===== src/rtl/sample_stash_pkg.sv =====
// Shared constants and sizing helpers for the sample stash.
package stash_pkg;

  localparam int STASH_DEPTH_DEFAULT  = 5;
  localparam int SAMPLE_WIDTH_DEFAULT = 8;

  // Pointer width for a DEPTH-entry ring; never narrower than one bit.
  function automatic int ptr_w(input int depth);
    return (depth <= 2) ? 1 : $clog2(depth);
  endfunction

  // Counter width able to hold 0..DEPTH.
  function automatic int cnt_w(input int depth);
    return $clog2(depth + 1);
  endfunction

endpackage


===== src/rtl/sample_stash_if.sv =====
// Sample bus between the upstream datapath and the stash.
interface sample_stash_if
  import stash_pkg::*;
#(
  parameter int DEPTH = STASH_DEPTH_DEFAULT,
  parameter int WIDTH = SAMPLE_WIDTH_DEFAULT
);
  logic [WIDTH-1:0]        sample_in;
  logic                    sample_in_valid;
  logic                    next_sample;
  logic [WIDTH-1:0]        sample_out;
  logic [cnt_w(DEPTH)-1:0] stored_count;

  modport master (
    output sample_in, sample_in_valid, next_sample,
    input  sample_out, stored_count
  );

  modport slave (
    input  sample_in, sample_in_valid, next_sample,
    output sample_out, stored_count
  );
endinterface


===== src/rtl/sample_stash_ptr_ctrl.sv =====
// Write/read pointer and fill-count control for the circular stash.
// A write always wins over an advance; advances only walk written slots.
module stash_ptr_ctrl
  import stash_pkg::*;
#(
  parameter int DEPTH = STASH_DEPTH_DEFAULT,
  parameter int PW    = ptr_w(DEPTH),
  parameter int CW    = cnt_w(DEPTH)
) (
  input  logic          clk,
  input  logic          reset,
  input  logic          wr_stb,
  input  logic          nxt_stb,
  output logic          we,
  output logic [PW-1:0] waddr,
  output logic [PW-1:0] raddr,
  output logic [CW-1:0] count
);

  localparam logic [PW-1:0] LAST = PW'(DEPTH - 1);
  localparam logic [CW-1:0] FULL = CW'(DEPTH);

  logic [PW-1:0] wr_ptr, rd_ptr;
  logic [CW-1:0] rd_inc;

  // rd_ptr+1 in count width so it can be compared against the fill level.
  assign rd_inc = CW'(rd_ptr) + CW'(1);

  assign we    = wr_stb;
  assign waddr = wr_ptr;
  assign raddr = rd_ptr;

  // Pointer/count update: write shows the newest sample, advance steps cyclically.
  always_ff @(posedge clk or negedge reset) begin
    if (!reset) begin
      wr_ptr <= '0;
      rd_ptr <= '0;
      count  <= '0;
    end else if (wr_stb) begin
      rd_ptr <= wr_ptr;
      wr_ptr <= (wr_ptr == LAST) ? '0 : wr_ptr + PW'(1);
      if (count != FULL) count <= count + CW'(1);
    end else if (nxt_stb && count != '0) begin
      if (count == FULL)
        rd_ptr <= (rd_ptr == LAST) ? '0 : rd_ptr + PW'(1);
      else
        rd_ptr <= (rd_inc == count) ? '0 : PW'(rd_inc);
    end
  end

endmodule


===== src/rtl/sample_stash.sv =====
// Circular sample stash: register array plus combinational display mux.
module sample_stash
  import stash_pkg::*;
#(
  parameter int DEPTH = STASH_DEPTH_DEFAULT,
  parameter int WIDTH = SAMPLE_WIDTH_DEFAULT
) (
  input logic           clk,
  input logic           reset,
  sample_stash_if.slave bus
);

  localparam int PW = ptr_w(DEPTH);
  localparam int CW = cnt_w(DEPTH);

  logic [WIDTH-1:0] mem [DEPTH];
  logic             we;
  logic [PW-1:0]    waddr, raddr;
  logic [CW-1:0]    count;

  stash_ptr_ctrl #(.DEPTH(DEPTH), .PW(PW), .CW(CW)) u_ptr (
    .clk     (clk),
    .reset   (reset),
    .wr_stb  (bus.sample_in_valid),
    .nxt_stb (bus.next_sample),
    .we      (we),
    .waddr   (waddr),
    .raddr   (raddr),
    .count   (count)
  );

  // Sample storage; cleared on reset so an empty stash displays zero.
  always_ff @(posedge clk or negedge reset) begin
    if (!reset) begin
      for (int i = 0; i < DEPTH; i++) mem[i] <= '0;
    end else if (we) begin
      mem[waddr] <= bus.sample_in;
    end
  end

  assign bus.sample_out   = mem[raddr];
  assign bus.stored_count = count;

endmodule


===== src/flat_wrapper.sv =====
// flat-port wrapper written by rule: the top's interface ports become plain ports
module sample_stash_flat import stash_pkg::*;
#(
  parameter int DEPTH = STASH_DEPTH_DEFAULT,
  parameter int WIDTH = SAMPLE_WIDTH_DEFAULT
)
  (clk, reset, bus_sample_in, bus_sample_in_valid, bus_next_sample, bus_sample_out, bus_stored_count);
  sample_stash_if #(.DEPTH(DEPTH), .WIDTH(WIDTH)) bus_i ();
  input logic clk;
  input logic reset;
  input wire logic [$bits(bus_i.sample_in)-1:0] bus_sample_in;
  input wire logic [$bits(bus_i.sample_in_valid)-1:0] bus_sample_in_valid;
  input wire logic [$bits(bus_i.next_sample)-1:0] bus_next_sample;
  output wire logic [$bits(bus_i.sample_out)-1:0] bus_sample_out;
  output wire logic [$bits(bus_i.stored_count)-1:0] bus_stored_count;
  assign bus_i.sample_in = bus_sample_in;
  assign bus_i.sample_in_valid = bus_sample_in_valid;
  assign bus_i.next_sample = bus_next_sample;
  assign bus_sample_out = bus_i.sample_out;
  assign bus_stored_count = bus_i.stored_count;
  sample_stash #(.DEPTH(DEPTH), .WIDTH(WIDTH)) u_core (.clk(clk), .reset(reset), .bus(bus_i));
endmodule

===== config.mk =====
export PLATFORM = sky130hd
export DESIGN_NAME = sample_stash_flat
export DESIGN_NICKNAME = d
export VERILOG_FILES = /design/src/rtl/sample_stash_pkg.sv /design/src/rtl/sample_stash_if.sv /design/src/rtl/sample_stash_ptr_ctrl.sv /design/src/rtl/sample_stash.sv /design/src/flat_wrapper.sv
export SDC_FILE = /design/constraint.sdc
export NUM_CORES = 1
export LEC_CHECK = 0
export ABC_AREA = 0
export ABC_CLOCK_PERIOD_IN_PS = 2250
export BUFFER_PORTS_ARGS = -buffer_cell sky130_fd_sc_hd__buf_2
export CAP_MARGIN = 20
export CORE_ASPECT_RATIO = 0.6
export CORE_MARGIN = 2
export CORE_UTILIZATION = 45
export DETAILED_ROUTE_END_ITERATION = 8
export GPL_ROUTABILITY_DRIVEN = 1
export PLACE_DENSITY = 0.63
export SKIP_LAST_GASP = 1
export SLEW_MARGIN = 20
export SYNTH_ARGS = -nofsm -noshare
export SYNTH_HDL_FRONTEND = slang
export SYNTH_SLANG_ARGS = --single-unit

===== constraint.sdc =====
create_clock -name clk -period 2.25 [get_ports clk]
set_clock_uncertainty 0.15 [all_clocks]
set_input_delay 0.5625 -clock clk [delete_from_list [all_inputs] [get_ports clk]]
set_output_delay 0.5625 -clock clk [all_outputs]
set_load 0.01 [all_outputs]

==> flow_summary_export.csv <==
group,metric,value,unit
sta,setup_ws,45.26,ps
drt,routed-via-count,1631,
sta,hold_ws,210.6,ps
logic_synthesis,syn_inst,194,
power_and_ir_drop,power.share.clock,0.117,
logic_synthesis,ys_seq_area_frac,0.4995,
critical_path,rr_endpoint,"u_core.u_ptr.raddr[1]$_DFFE_PN0P_",
logic_synthesis,syn_nets,213,
global_route,antenna_found_initial,0,
sta,period_share,0.9799,
sta,setup_viol,0,
cells_and_area,finish.utilization,0.5524,
outcome,status,"finished clean",
placed_design,placed_cell_area,2700,sq um
critical_path,slowest_delay,510,ps
drt,drc,0,
critical_path,worstPathRequired,1540,ps
clock_network,clk_pin_slew,80,ps
power_and_ir_drop,irDropWorstVdd,546.5,uV
logic_synthesis,yosys-top-cells-area,"dfrtp_1 (50%), mux2_2 (15%), mux2i_1 (5.7%), mux2_4 (4.9%), ha_1 (3.6%)",
sta,tightestPinTransition,614.0,ps
clock_network,cts_tree,"built",
power_and_ir_drop,sw_frac_of_total,0.3684,
drt,vias_per_cell,5.548,
drt,routed_wl,5258,microns
logic_synthesis,avgSynthCellArea,12.65,sq um
power_and_ir_drop,leakage,1.315,nW
global_route,grt_max_degree,50,
logic_synthesis,netlist_area,2455,sq um
floorplanning,start_util,0.4762,
cells_and_area,syn2layout_area_growth,16.00,%
critical_path,ff2ff_path_depth,7,
power_and_ir_drop,p_switching,1.549,mW
power_and_ir_drop,p_seq_frac,0.396,
critical_path,worst_setup_path_end_kind,"output pin",
cells_and_area,drive_gt1_frac,0.4211,
cells_and_area,diodes,0,
clock_network,cts_sinks,49,
placed_design,gp_congestion,0.7703,
power_and_ir_drop,p_per_area,1477,nW/um^2
placed_design,dp_hpwl,3703,microns
clock_network,worst_skew_pair.late_latency,290,ps
clock_network,cts_buffer_depth,2,
floorplanning,ioPinCount,23,
drt,dr.pass1.iters,4,
critical_path,path_cells,"mux4_2 > inv_2 > o32ai_2 > buf_2",
critical_path,path_class,"flop to output pin",
floorplanning,die_y,61.21,microns
clock_network,cts_buffers,5,
critical_path,slowest_stage,"mux4_2",
clock_network,htree_levels,2,
placed_design,place_ws,236.4,ps
min_path,hold_path_class,"input pin to asynchronous set/reset pin",
logic_synthesis,ys_ff_latch,49,
drt,wl_per_cell,17.88,microns
logic_synthesis,ys_warn_count,0,
sta,report.final.slew_viol_count,0,
cells_and_area,final_area,2848,sq um
placed_design,io_buffers,22,
logic_synthesis,yosys.area.top_type,"dfrtp_1",
power_and_ir_drop,p_comb_frac,0.487,
floorplanning,chipWidth,99.35,microns
global_route,grt_pass1_vias,1701,
critical_path,cp.arrival,1490,ps
sta,period_minus_slack,2205,ps
power_and_ir_drop,p_int,2.657,mW
drt,antenna_left,0,
critical_path,crit_path_start_kind,"flop",
logic_synthesis,yosysTopAreaCellShare,0.4995,
sta,relSlewSlack,0.5907,
flow_run,maxCapViolCount,0,
critical_path,r2r_slack,160,ps
critical_path,path_max_fanout,4,
floorplanning,core.rowCount,20,
logic_synthesis,yosysUniqueCellTypes,36,
sta,fmax,453.6,MHz
sta,rsz0062_at_grt,"true",
global_route,grt_first_pass_wirelength,8597,microns
clock_network,cts_root_buf,"clkbuf_8",
drt,first_iter_violations,75,
global_route,overflow,0,
critical_path,r2r-start,"u_core.u_ptr.raddr[1]$_DFFE_PN0P_",
cells_and_area,nets,246,
sta,finalHoldViolations,0,
floorplanning,core,5155,sq um
global_route,track_usage,0.1910,
floorplanning,die_area,6081,sq um
## final cells by class
class                   instances  area, sq um
fillers                       422         2307
flip-flops and latches         49         1229
multi-input cells             127         1177
repair buffers                 36        249.0
well taps                      66        82.58
clock buffers                   8        80.08
inverters                       8        30.03
## how the worst max path moves through the flow
stage | slack [ps] | end | depth (start not counted) | start
6_report | 50 | bus_sample_out[6] | 4 | u_core.u_ptr.raddr[0]$_DFFE_PN0P_
5_1_grt | -40 | bus_sample_out[0] | 6 | u_core.u_ptr.raddr[2]$_DFFE_PN0P_
4_1_cts | -7 | bus_sample_out[6] | 4 | u_core.u_ptr.raddr[0]$_DFFE_PN0P_
3_5_place_dp | 240 | u_core.mem[8]$_DFFE_PN0P_ | 4 | bus_sample_in_valid
3_3_place_gp | 290 | u_core.mem[9]$_DFFE_PN0P_ | 4 | bus_sample_in_valid
2_1_floorplan | 230 | bus_sample_out[5] | 5 | u_core.u_ptr.raddr[0]$_DFFE_PN0P_
## cells in the final DEF, fill, tap and decap left out, types with 2 or more instances in the layout
cell / netlist / layout
a21oi_1: 9 / 9
buf_2: 3 / 22
buf_4: 2 / 11
clkbuf_1: 4 / 3
clkbuf_8: 0 / 5
dfrtp_1: 49 / 47
dfrtp_2: 0 / 2
ha_1: 7 / 7
inv_1: 7 / 6
inv_2: 1 / 2
mux2_2: 33 / 33
mux2_4: 8 / 8
mux2i_1: 14 / 14
nand2_1: 8 / 8
nand3_1: 2 / 2
nand4_1: 3 / 3
nor2_1: 8 / 7
nor2b_1: 2 / 2
nor3_2: 3 / 3
o21ai_0: 4 / 4
o22ai_1: 7 / 6
xnor2_1: 2 / 2
xor2_1: 2 / 2
## Yosys cell counts
cell	n
a21oi_1	9
a22o_1	1
a31oi_1	1
a41oi_1	1
buf_2	3
buf_4	2
clkbuf_1	4
clkbuf_2	1
dfrtp_1	49
ha_1	7
inv_1	7
inv_2	1
mux2_2	33
mux2_4	8
mux2i_1	14
mux4_2	1
nand2_1	8
nand2_2	1
nand2b_1	2
nand3_1	2
nand3b_1	1
nand4_1	3
nand4b_1	1
nor2_1	8
nor2b_1	2
nor3_2	3
nor3b_4	1
o211ai_1	1
o21ai_0	4
o221ai_1	1
o22ai_1	7
o32ai_1	1
or3_1	1
xnor2_1	2
xnor3_1	1
xor2_1	2
## metrics by stage
step	power (mW)	cells	TNS (ps)
after detailed placement	3.606	284	0
after global routing	4.509	294	-183.4
final	4.206	294	0
after CTS	4.130	292	-7.075
after global placement	3.486	284	0
after floorplan	2.987	194	0
## cells by family (layout without fill, tap and decap cells)
kind of cell / after synthesis / after routing / synth area share
buffers and inverters: 18 / 52 / 0.03261
adders and majority gates: 7 / 7 / 0.03568
muxes: 56 / 56 / 0.2666
and+or+nand+nor: 33 / 33 / 0.07799
AOI/OAI and AO/OA: 26 / 26 / 0.06422
xor gates and xnor gates: 5 / 5 / 0.02345
DFF: 49 / 49 / 0.4995
## state kept, by name (all words and copies together), names as in the netlist
name                cells
u_core.mem             40
u_core.u_ptr.count      3
u_core.u_ptr.raddr      3
u_core.u_ptr.waddr      3
## critical path, delay by kind of cell (launching register included)
kind,cells,cell delay (ps)
flops,1,420
mux,1,510
compound gates,1,60
buf+inv,2,220
## power by group through the flow
stage | combinational [mW] | sequential [mW] | clock (mW)
final | 2.05 | 1.66 | 0.493
after global routing | 2.23 | 1.73 | 0.547
after CTS | 1.97 | 1.66 | 0.507
after detailed placement | 1.94 | 1.67 | 0
after global placement | 1.85 | 1.63 | 0
after floorplan | 1.46 | 1.53 | 0
## metal layers
metal / vias up / track usage / part of all wire
met5: - / 0 / 0
met4: 0 / 0.05088 / 0.0051
met3: 2 / 0.06697 / 0.073
met2: 62 / 0.3021 / 0.45
met1: 813 / 0.2571 / 0.47
li1: 754 / - / -
## timing repair
action,in CTS,in global routing
setup buffers,0,1
pin swaps,1,4
endpoints found under the setup margin,7,8
resized for setup,3,7
endpoints found under the hold margin,0,0
hold buffers,0,0
gates cloned,0,1
Note: power is estimated with default switching activity, not from simulation.
